$ cat src/rtl/reg_bank_pkg.sv
// ---------------------------------------------------------------------------
// reg_bank_pkg
// Shared definitions for the reg_bank register file:
//   src_e      - write source encoding (which load source won arbitration)
//   DEF_WIDTH  - default entry/data width
//   DEF_NREGS  - default number of entries
// ---------------------------------------------------------------------------
package reg_bank_pkg;

   typedef enum logic [1:0] {
      SRC_NONE = 2'd0,
      SRC_SE   = 2'd1,
      SRC_LDM  = 2'd2,
      SRC_ACC  = 2'd3
   } src_e;

   localparam int DEF_WIDTH = 16;
   localparam int DEF_NREGS = 2;

endpackage

$ cat src/rtl/reg_bank_wsel.sv
// ---------------------------------------------------------------------------
// reg_bank_wsel
// Combinational write-source arbitration for reg_bank.
// Fixed priority: acc > load > se.
// Ports:
//   lacc, ldm, lse  in   write strobes (acc, load, se)
//   acc, load, se   in   candidate write data
//   we              out  any strobe high
//   wdata           out  data of the winning source (0 when none)
//   conflict        out  two or more strobes high in this cycle
// ---------------------------------------------------------------------------
module reg_bank_wsel
   import reg_bank_pkg::*;
#(
   parameter int WIDTH = DEF_WIDTH
) (
   input  logic             lacc,
   input  logic             ldm,
   input  logic             lse,
   input  logic [WIDTH-1:0] acc,
   input  logic [WIDTH-1:0] load,
   input  logic [WIDTH-1:0] se,
   output logic             we,
   output logic [WIDTH-1:0] wdata,
   output logic             conflict
);

   src_e src;

   always_comb begin
      src = SRC_NONE;
      if (lacc)      src = SRC_ACC;
      else if (ldm)  src = SRC_LDM;
      else if (lse)  src = SRC_SE;
   end

   always_comb begin
      wdata = '0;
      case (src)
         SRC_ACC: wdata = acc;
         SRC_LDM: wdata = load;
         SRC_SE:  wdata = se;
         default: wdata = '0;
      endcase
   end

   assign we = (src != SRC_NONE);

   // At least two of three strobes high.
   assign conflict = (lacc & ldm) | (lacc & lse) | (ldm & lse);

endmodule

$ cat src/rtl/reg_bank.sv
// ---------------------------------------------------------------------------
// reg_bank
// NREGS x WIDTH register file for the accumulator datapath with three
// prioritised load sources, two registered read ports and per-entry
// written-since-reset flags.
// Optional feature macro: REG_BANK_BYPASS_EN - when defined, a read on the
// same edge as a write to the same in-range entry returns the new data.
// Ports:
//   clk                   in   rising-edge clock
//   rst                   in   asynchronous active-low reset
//   lacc, ldm, lse        in   write strobes (priority acc > load > se)
//   wr_addr               in   destination entry
//   acc, load, se         in   write data sources
//   rd_addr_a, rd_addr_b  in   read addresses
//   rd_data_a, rd_data_b  out  registered read data (0 when out of range)
//   rd_vld_a, rd_vld_b    out  addressed entry written since reset
//   wr_conflict           out  registered pulse: more than one strobe high
// ---------------------------------------------------------------------------
module reg_bank
   import reg_bank_pkg::*;
#(
   parameter int WIDTH = DEF_WIDTH,
   parameter int NREGS = DEF_NREGS
) (
   input  logic                     clk,
   input  logic                     rst,
   input  logic                     lacc,
   input  logic                     ldm,
   input  logic                     lse,
   input  logic [$clog2(NREGS)-1:0] wr_addr,
   input  logic [WIDTH-1:0]         acc,
   input  logic [WIDTH-1:0]         load,
   input  logic [WIDTH-1:0]         se,
   input  logic [$clog2(NREGS)-1:0] rd_addr_a,
   input  logic [$clog2(NREGS)-1:0] rd_addr_b,
   output logic [WIDTH-1:0]         rd_data_a,
   output logic [WIDTH-1:0]         rd_data_b,
   output logic                     rd_vld_a,
   output logic                     rd_vld_b,
   output logic                     wr_conflict
);

   localparam int AW = $clog2(NREGS);
   // One extra bit so the range check also works for power-of-2 NREGS.
   localparam logic [AW:0] NREGS_W = (AW+1)'(NREGS);

   logic [WIDTH-1:0] mem [NREGS];
   logic [NREGS-1:0] wr_flag;

   logic             we;
   logic [WIDTH-1:0] wdata;
   logic             conflict;
   logic             wr_in;
   logic             rd_in_a;
   logic             rd_in_b;

   reg_bank_wsel #(.WIDTH(WIDTH)) u_wsel (
      .lacc     (lacc),
      .ldm      (ldm),
      .lse      (lse),
      .acc      (acc),
      .load     (load),
      .se       (se),
      .we       (we),
      .wdata    (wdata),
      .conflict (conflict)
   );

   assign wr_in   = ({1'b0, wr_addr}   < NREGS_W);
   assign rd_in_a = ({1'b0, rd_addr_a} < NREGS_W);
   assign rd_in_b = ({1'b0, rd_addr_b} < NREGS_W);

   // Storage and written-since-reset flags.
   always_ff @(posedge clk or negedge rst) begin
      if (!rst) begin
         for (int i = 0; i < NREGS; i++) mem[i] <= '0;
         wr_flag <= '0;
      end else if (we && wr_in) begin
         mem[wr_addr]     <= wdata;
         wr_flag[wr_addr] <= 1'b1;
      end
   end

   // Read registers sample the pre-write array contents; the optional
   // bypass overrides them with the data being written on the same edge.
   always_ff @(posedge clk or negedge rst) begin
      if (!rst) begin
         rd_data_a <= '0;
         rd_vld_a  <= 1'b0;
         rd_data_b <= '0;
         rd_vld_b  <= 1'b0;
      end else begin
         if (rd_in_a) begin
            rd_data_a <= mem[rd_addr_a];
            rd_vld_a  <= wr_flag[rd_addr_a];
         end else begin
            rd_data_a <= '0;
            rd_vld_a  <= 1'b0;
         end
         if (rd_in_b) begin
            rd_data_b <= mem[rd_addr_b];
            rd_vld_b  <= wr_flag[rd_addr_b];
         end else begin
            rd_data_b <= '0;
            rd_vld_b  <= 1'b0;
         end
`ifdef REG_BANK_BYPASS_EN
         if (we && wr_in && (rd_addr_a == wr_addr)) begin
            rd_data_a <= wdata;
            rd_vld_a  <= 1'b1;
         end
         if (we && wr_in && (rd_addr_b == wr_addr)) begin
            rd_data_b <= wdata;
            rd_vld_b  <= 1'b1;
         end
`endif
      end
   end

   // Conflict is reported even when the write address is out of range.
   always_ff @(posedge clk or negedge rst) begin
      if (!rst) wr_conflict <= 1'b0;
      else      wr_conflict <= conflict;
   end

endmodule

$ cat config.mk
export PLATFORM = sky130hd
export DESIGN_NAME = reg_bank
export DESIGN_NICKNAME = d
export VERILOG_FILES = /design/src/rtl/reg_bank_pkg.sv /design/src/rtl/reg_bank_wsel.sv /design/src/rtl/reg_bank.sv
export SDC_FILE = /design/constraint.sdc
export NUM_CORES = 1
export LEC_CHECK = 0
export ABC_AREA = 1
export BUFFER_PORTS_ARGS = -buffer_cell sky130_fd_sc_hd__buf_2
export CAP_MARGIN = 40
export CORE_ASPECT_RATIO = 2
export CORE_MARGIN = 2
export CORE_UTILIZATION = 39
export DETAILED_ROUTE_END_ITERATION = 16
export GPL_TIMING_DRIVEN = 0
export PLACE_DENSITY = 0.64
export SETUP_SLACK_MARGIN = 0.3
export SLEW_MARGIN = 20
export SYNTH_ARGS = -nofsm -noshare
export SYNTH_HDL_FRONTEND = slang
export SYNTH_HIERARCHICAL = 1
export SYNTH_SLANG_ARGS = --single-unit
$ cat constraint.sdc
create_clock -name clk -period 0.8 [get_ports clk]
set_input_delay 0.04 -clock clk [delete_from_list [all_inputs] [get_ports clk]]
set_output_delay 0.04 -clock clk [all_outputs]
set_load 0.005 [all_outputs]
==> impl_metrics.yaml, run 1 <==
outcome:
  status: "complete, but fails checks"
  violations: "hold timing, setup timing"
power:
  p_per_area_nw_per_um2: 2000
  power_mw: 9.41
  peakVddDrop_uv: 1210
  p_leak_nw: 2.41
grt:
  grt_util_all_layers_pct: 19.7
  grt_pass1_vias: 2776
  grt_max_degree: 39
  antenna_found_initial: 0
  overflow: 0
  grt_pass1_wl_um: 12700
floorplanning:
  die_h_um: 129
  rows: 45
  initial_core_util_pct: 40.2
  die_w_um: 66.6
  dieArea_sq_um: 8600
  pin_count: 91
  core-area_sq_um: 7600
clock_tree:
  cts_buffers: 9
  cts_root_buf: "clkbuf_16"
  clock_sink_count: 69
  htree_levels: 3
  clk_path_buf_depth: 2
  cts_tree: "yes"
  clk_pin_slew_ps: 50
  insertion_delay_ps: 320
synth:
  syn_inst: 349
  yosys.area.top_type_share_pct: 56.5
  ys_warn_count: 6
  syn_area_per_cell_sq_um: 8.76
  synth_cell_types: 16
  syn_area_sq_um: 3060
  synth_area_leaders: "dfrtp_1, nand2_1, nand3_1, o21ai_0, inv_1"
  syn_nets: 405
  yosysTopAreaCell: "dfrtp_1"
  ys_seq_area_share_pct: 56.5
  yosysMostFrequentCell: "nand2_1"
  netlist_top_cells_count: "nand2_1, nand3_1, dfrtp_1"
  synth-edff-count: 0
  yosys_register_bits: 69
  synth-async-reset-ratio_pct: 100
  synth-main-ff-cell: "dfrtp_1"
place:
  place.gp.congestion: 0.825
  post-dp-hpwl_um: 5450
  io_buffers: 86
  placed_cell_area_sq_um: 3700
setup_path:
  cp_cell_sequence: "buf_2"
  slowest_delay_ps: 370
  crit_buf_inv: 1
  worstPathMaxFanout: 1
  critical_path.top_delay_family: "flip-flops"
  worst-endpoint-arrival_ps: 820
  cp-start-kind: "flop"
  slowest_stage: "dfrtp_1"
  critPathCaptureType: "output port"
  crit_type: "flop to output port"
  crit_required_ps: 760
timing:
  final.min_clock_period_ps: 860
  drv_slew: 0
  finalClockSkew_ps: 5.61
  maxSlewHeadroom_pct: 75.0
  tightest_slew_ps: 375
  setup_slack_ps: -59.9
  holdWs_ps: -367
  hold_violations: 73
  grt_setup_unrepaired: "true"
  final.period_utilization_pct: 107
  max_freq_mhz: 1160
  setup_violations: 35
hold_path:
  min_path_type: "input port to asynchronous set/reset pin"
cells_and_area:
  diodes: 0
  areaGrowthSynthToFinish_pct: 54.0
  drive_above_1_share_pct: 49.4
  n_fill_cell: 668
  nNetsFinal: 525
  fin_area_sq_um: 4710
routing:
  wl_per_cell_um: 14.0
  drt_iter0_markers: 128
  num_vias: 2711
  drc: 0
  first_pass_iters: 4
  routed_wl_um: 7960
  vias_per_cell: 4.77
  detail-route-antenna-nets: 0
flow_run:
  max_cap_violations: 0
==> final timing paths <==
kind / startpoint / end / slack (ps) / cells past startpoint
worst min-delay path: rst / mem[20]$_DFFE_PN0P_ / -370 / 1
worst min register to register: wr_flag[0]$_DFFE_PN0P_ / wr_flag[0]$_DFFE_PN0P_ / 480 / 2
worst max register to register: mem[5]$_DFFE_PN0P_ / rd_data_b[5]$_DFF_PN0_ / 110 / 2
worst max-delay path: wr_conflict$_DFF_PN0_ / wr_conflict / -60 / 1
min in group clk: rd_addr_a / rd_data_a[13]$_DFF_PN0_ / -10 / 2
max in group asynchronous: rst / mem[13]$_DFFE_PN0P_ / 650 / 2
==> metrics by stage <==
stage | utilization, % | setup TNS, ps | setup WS, ps | cells
finish | 61.9 | -1030 | -59.9 | 568
global route | 61.9 | -2110 | -81.1 | 568
CTS | 60.0 | -1520 | -65.6 | 564
detailed placement | 48.7 | -11090 | -367 | 530
global placement | 48.4 | -47270 | -537 | 529
floorplan | - | -5700 | -181 | 349
==> cells in the final DEF, fill, tap and decap left out, types with 2 or more instances in the layout <==
cell	synthesis	layout
dfrtp_1	69	69
buf_8	1	6
o21ai_2	0	5
nand2_2	0	13
inv_1	19	5
buf_6	5	9
nand3_1	80	30
clkbuf_1	0	4
clkbuf_2	2	2
nand3_2	0	42
clkbuf_8	0	2
buf_4	8	13
buf_12	0	7
nand3_4	0	8
clkbuf_16	0	9
buf_2	7	90
nand2_1	118	103
buf_16	0	5
o21ai_1	0	29
nand2_8	1	3
inv_2	1	13
==> flip-flops by register name (all words and copies together), names as in the netlist <==
| name | flops |
|---|---|
| rd_vld_a | 1 |
| rd_vld_b | 1 |
| rd_data_a | 16 |
| wr_conflict | 1 |
| rd_data_b | 16 |
| wr_flag | 2 |
| mem | 32 |
==> where the power goes <==
part	total (mW)	internal, mW	switching, mW
Combinational	1.77	0.833	0.940
Sequential	4.13	3.92	0.208
Clock	3.51	2.26	1.25
==> final cells by class <==
type	instances	area, sq um	share of cell area [%]
flip-flops and latches	69	1730	36.7
plain buffers	23	250	5.32
well taps	94	118	2.50
multi-input cells	236	1470	31.2
clock buffers	15	268	5.69
inverters	21	95.1	2.02
repair buffers	109	777	16.5
clock inverters	1	5.00	0.106
==> cell families after synthesis <==
| group | synth area share [%] |
|---|---|
| buffers and inverters | 8.51 |
| DFF | 56.5 |
| AOI/OAI and AO/OA | 5.73 |
| and+or+nand+nor | 29.3 |
==> layer usage <==
metal | share of wire (%) | global-route usage (%)
met5 | 0 | 0
met4 | 2.0 | 9.00
met3 | 4.5 | 3.65
met2 | 59 | 38.2
met1 | 35 | 19.3
==> what timing repair did <==
action / in CTS / in global routing
pin swaps: 50 / 16
setup buffers: 12 / 3
endpoints found under the hold margin: 80 / 35
resized for setup: 83 / 36
gates cloned: 6 / 1
setup endpoints to repair: 103 / 104
No activity file was read; power rests on OpenSTA's default activity.
==> inputs of run 2 (changes only) <==
- CELL_PAD_IN_SITES_DETAIL_PLACEMENT: default -> 1
- CELL_PAD_IN_SITES_GLOBAL_PLACEMENT: default -> 1
- CORE_UTILIZATION: 39 -> 37
- PLACE_DENSITY: 0.64 -> 0.79
==> impl_metrics.yaml, run 2 (synthesized netlist as in run 1, its figures left out) <==
outcome:
  status: "complete, but fails checks"
  violations: "hold timing, setup timing"
grt:
  antenna_found_initial: 0
  grt_util_all_layers_pct: 26.1
  grt_pass1_wl_um: 17300
  grt_max_degree: 41
  overflow: 0
  grt_pass1_vias: 3332
routing:
  detail-route-antenna-nets: 0
  first_pass_iters: 4
  drc: 0
  drt_iter0_markers: 173
  wl_per_cell_um: 22.4
  vias_per_cell: 5.45
  num_vias: 3094
  routed_wl_um: 12700
timing:
  maxSlewHeadroom_pct: 74.8
  holdWs_ps: -369
  setup_tns_ps: -1520
  hold_violations: 69
  max_freq_mhz: 1120
  final.min_clock_period_ps: 891
  setup_violations: 39
  grt_setup_unrepaired: "true"
  final.period_utilization_pct: 111
  finalClockSkew_ps: 13.7
  tightest_slew_ps: 379
  drv_slew: 0
  setup_slack_ps: -91.4
setup_path:
  cp_cell_sequence: "buf_2"
  reg2reg_from: "mem[19]$_DFFE_PN0P_"
  critPathCapture: "rd_data_b[12]"
  r2r-end: "rd_data_b[3]$_DFF_PN0_"
  critical_path.top_delay_family: "flip-flops"
  reg2regPathDepth: 2
  crit_type: "flop to output port"
  cp-startpoint: "rd_data_b[12]$_DFF_PN0_"
  slowest_delay_ps: 380
  r2r_setup_slack_ps: 50
  slowest_stage: "dfrtp_1"
  cp-start-kind: "flop"
  crit_required_ps: 760
  worstPathMaxFanout: 1
  critPathCaptureType: "output port"
  worst-endpoint-arrival_ps: 850
  crit_buf_inv: 1
  path_depth: 1
cells_and_area:
  largest_reg_flops: 32
  reg_top3: "mem x32, rd_data_a x16, rd_data_b x16"
  final_core_util_pct: 63.4
  final_cell_mix: "buf_2, dfrtp_1, nand2_1, nand2_2, nand3_2"
  nNetsFinal: 523
  areaGrowthSynthToFinish_pct: 65.8
  top_register: "mem"
  drive_above_1_share_pct: 64.4
  diodes: 0
  final_common_cell: "buf_2"
  instances_no_fill: 568
floorplanning:
  pin_count: 91
  core-area_sq_um: 8000
  die_h_um: 133
  dieArea_sq_um: 9050
  die_w_um: 68.3
  rows: 46
  initial_core_util_pct: 38.2
place:
  io_buffers: 86
  place_ws_ps: -384
  dpl.cell_count: 532
  place.gp.congestion: 0.747
  post-dp-hpwl_um: 6410
power:
  power_mw: 10.8
  p_leak_nw: 2.55
  p_per_area_nw_per_um2: 2130
  peakVddDrop_uv: 910
clock_tree:
  cts_root_buf: "clkbuf_16"
  clk_path_buf_depth: 2
  clock_sink_count: 69
  htree_levels: 3
  insertion_delay_ps: 330
  clk_pin_slew_ps: 60
  cts_buffers: 9
  cts_tree: "yes"
flow_run:
  max_cap_violations: 0
hold_path:
  min_path_type: "input port to asynchronous set/reset pin"
## run 2: area by class of cell
type	instances	area [sq um]
timing repair buffer	107	800
clock inverter	4	70.1
fill	863	2930
tap	96	120
multi-input combinational	236	1750
buffer	23	256
inverter	21	91.3
sequential	69	1730
clock buffer	12	256
## run 2: per-layer routing
| layer | global-route usage [%] | part of all wire [%] |
|---|---|---|
| met5 | 0 | 0 |
| met4 | 14.6 | 4.5 |
| met3 | 2.55 | 3.8 |
| met2 | 48.7 | 57 |
| met1 | 26.2 | 34 |
## run 2: repair_timing
| item | 4_1_cts | 5_1_grt |
|---|---|---|
| pin swaps | 47 | 32 |
| endpoints found under the hold margin | 74 | 29 |
| endpoints found under the setup margin | 103 | 103 |
| resized for setup | 116 | 88 |
| gates cloned | 7 | 0 |
| buffers inserted | 11 | 2 |
## run 2: worst register-to-register path: stages (launching register included)
cell and delay (ps):
dfrtp_1 450, inv_2 120, o21ai_2 60
## run 2: per-stage QoR
| step | hold slack (ps) | area [sq um] |
|---|---|---|
| 6_report | -369 | 5070 |
| 3_3_place_gp | 319 | 3680 |
| 2_1_floorplan | -256 | 3130 |
| 5_1_grt | -339 | 5070 |
| 4_1_cts | -364 | 4730 |
| 3_5_place_dp | -19.3 | 3700 |
## run 2: worst min-delay path by stage
| stage | startpoint | to | slack, ps | cells after the start |
|---|---|---|---|---|
| after CTS | rst | mem[20]$_DFFE_PN0P_ | -360 | 1 |
| after global placement | rd_addr_b | rd_data_b[14]$_DFF_PN0_ | 320 | 2 |
| after global routing | rst | mem[20]$_DFFE_PN0P_ | -340 | 1 |
| after detailed placement | rst | mem[20]$_DFFE_PN0P_ | -20 | 1 |
| final | rst | mem[20]$_DFFE_PN0P_ | -370 | 1 |
| after floorplan | rst | mem[0]$_DFFE_PN0P_ | -260 | 0 |
## run 2: power breakdown
group | internal (mW) | switching (mW) | total (mW)
combinational | 0.942 | 1.25 | 2.20
sequential | 3.92 | 0.323 | 4.24
clock | 2.89 | 1.48 | 4.37
total | 7.75 | 3.05 | 10.8
==> inputs of run 3 (changes only) <==
--- a/config.mk
+++ b/config.mk
@@ -7,3 +7,3 @@
 export LEC_CHECK = 0
-export ABC_AREA = 1
+export ABC_AREA = 0
 export BUFFER_PORTS_ARGS = -buffer_cell sky130_fd_sc_hd__buf_2
@@ -14,6 +14,6 @@
 export CORE_MARGIN = 2
-export CORE_UTILIZATION = 37
+export CORE_UTILIZATION = 39
 export DETAILED_ROUTE_END_ITERATION = 16
 export GPL_TIMING_DRIVEN = 0
-export PLACE_DENSITY = 0.79
+export PLACE_DENSITY = 0.77
 export SETUP_SLACK_MARGIN = 0.3
==> constraint.sdc (replaced) <==
create_clock -name clk -period 0.8 [get_ports clk]
set_input_delay 0.16 -clock clk [delete_from_list [all_inputs] [get_ports clk]]
set_output_delay 0.16 -clock clk [all_outputs]
set_load 0.005 [all_outputs]
==> impl_metrics.yaml, run 3 <==
routing:
  first_pass_iters: 6
  drt_iter0_markers: 139
  detail-route-antenna-nets: 0
  num_vias: 2204
  vias_per_cell: 5.13
  routed_wl_um: 8630
  drc: 0
  wl_per_cell_um: 20.1
power:
  power_mw: 10.7
  p_leak_nw: 2.13
  peakVddDrop_uv: 1520
  p_per_area_nw_per_um2: 2410
place:
  post-dp-hpwl_um: 5840
  place.gp.congestion: 0.732
  io_buffers: 87
  place_ws_ps: -759
floorplanning:
  die_w_um: 66.5
  initial_core_util_pct: 40.1
  die_h_um: 129
  dieArea_sq_um: 8590
  core-area_sq_um: 7600
  rows: 45
  pin_count: 91
timing:
  max_freq_mhz: 872
  grt_setup_unrepaired: "true"
  setup_violations: 71
  final.min_clock_period_ps: 1150
  finalClockSkew_ps: 4.46
  setup_slack_ps: -347
  hold_violations: 69
  tightest_slew_ps: 296
  final.period_utilization_pct: 143
  maxSlewHeadroom_pct: 80.3
  drv_slew: 0
  holdWs_ps: -332
cells_and_area:
  final_common_cell: "buf_2"
  n_fill_cell: 786
  areaGrowthSynthToFinish_pct: 46.2
  drive_above_1_share_pct: 64.0
  top_register: "mem"
  reg_top3: "mem x32, rd_data_a x16, rd_data_b x16"
  nNetsFinal: 387
  final_cell_mix: "buf_2, dfrtp_1, mux2_4, a21oi_1"
  multiInputGateArea_sq_um: 1440
  diodes: 0
  regArea_sq_um: 1730
  largest_reg_flops: 32
synth:
  synth_cell_types: 15
  yosysMostFrequentCell: "dfrtp_1"
  syn_area_sq_um: 3050
  synth-main-ff-cell: "dfrtp_1"
  netlist_top_cells_count: "dfrtp_1, mux2_2, a21oi_1"
  yosysTopAreaCell: "dfrtp_1"
  ys_warn_count: 6
  syn_nets: 276
  ys_seq_area_share_pct: 56.6
  synth-edff-count: 0
  yosys.area.top_type_share_pct: 56.6
  synth_area_leaders: "dfrtp_1, mux2_2, nand3b_1, a21oi_2, nor2b_1"
  syn_inst: 220
  synth-async-reset-ratio_pct: 100
  yosys_register_bits: 69
  syn_area_per_cell_sq_um: 13.9
clock_tree:
  cts_buffers: 9
  cts_root_buf: "clkbuf_16"
  htree_levels: 3
  cts_tree: "yes"
  clk_pin_slew_ps: 50
  insertion_delay_ps: 330
  clk_path_buf_depth: 2
  clock_sink_count: 69
setup_path:
  worst-endpoint-arrival_ps: 1360
  worstPathMaxFanout: 5
  cp-startpoint: "lse"
  critPathCaptureType: "flop"
  crit_required_ps: 1020
  reg2reg_from: "mem[24]$_DFFE_PN0P_"
  cp_cell_sequence: "buf_12 -> or3_4 -> nor2b_4 -> buf_8 -> buf_16 -> mux2_4"
  cp-start-kind: "input port"
  crit_type: "input port to flop"
  path_depth: 6
  critical_path.top_delay_family: "simple AND/OR/NAND/NOR gates"
  slowest_stage: "or3_4"
  reg2regPathDepth: 1
  crit_buf_inv: 3
  slowest_delay_ps: 400
grt:
  grt_util_all_layers_pct: 22.2
  antenna_found_initial: 0
  grt_max_degree: 59
  overflow: 0
  grt_pass1_wl_um: 13600
  grt_pass1_vias: 2568
flow_run:
  max_cap_violations: 0
hold_path:
  min_path_type: "input port to asynchronous set/reset pin"
outcome:
  violations: "hold timing, setup timing"
  status: "complete, but fails checks"
run 3: worst paths after layout:
path / endpoint / slack [ps]
max in group asynchronous: mem[27]$_DFFE_PN0P_ / 600
hold / removal: rd_data_b[1]$_DFF_PN0_ / -330
hold reg to reg: rd_data_a[12]$_DFF_PN0_ / 530
min in group clk: rd_vld_b$_DFF_PN0_ / 150
setup reg to reg: mem[24]$_DFFE_PN0P_ / -10
setup / recovery: mem[22]$_DFFE_PN0P_ / -350
run 3: kinds of logic (layout without fill, tap and decap cells):
kind of cell	after synthesis	count (layout)	share of synthesized area [%]
simple gates	37	37	8.25
mux	66	66	24.4
buf+inv	15	131	3.61
compound gates	32	32	6.85
flops	69	69	56.6
fa+ha+maj	1	1	0.328
run 3: final cells by class:
type,count,area share [%]
clock buffer,12,5.75
clock inverter,4,1.57
tap,94,2.64
buffer,15,4.26
timing repair buffer,100,14.8
multi-input combinational,136,32.3
sequential,69,38.7
run 3: repair_timing:
item	in CTS	in global routing
resized for setup	36	4
setup endpoints to repair	103	104
pin swaps	1	0
hold endpoints to repair	69	11
cloned	2	0
setup buffers	6	4
run 3: report_power, final:
part / internal (mW) / total [mW] / switching [mW]
clock network: 2.89 / 4.31 / 1.43
registers: 4.04 / 4.34 / 0.295
logic: 1.30 / 2.08 / 0.781
run 3: per-layer routing:
metal | track usage [%] | wire length [um] | share of wire [%]
met1 | 23.0 | 2980 | 35
met2 | 41.9 | 5230 | 61
met3 | 4.17 | 226 | 2.6
met4 | 9.72 | 195 | 2.3
met5 | 0 | 0 | 0
run 3: through the flow:
stage | instances | instance area [sq um] | TNS, ps | utilization [%]
finish | 430 | 4460 | -16410 | 58.7
detailed placement | 402 | 3820 | -24560 | 50.3
global route | 430 | 4460 | -17750 | 58.7
global placement | 401 | 3790 | -74210 | 49.9
floorplan | 220 | 3240 | -16710 | -
CTS | 426 | 4410 | -16140 | 58.0
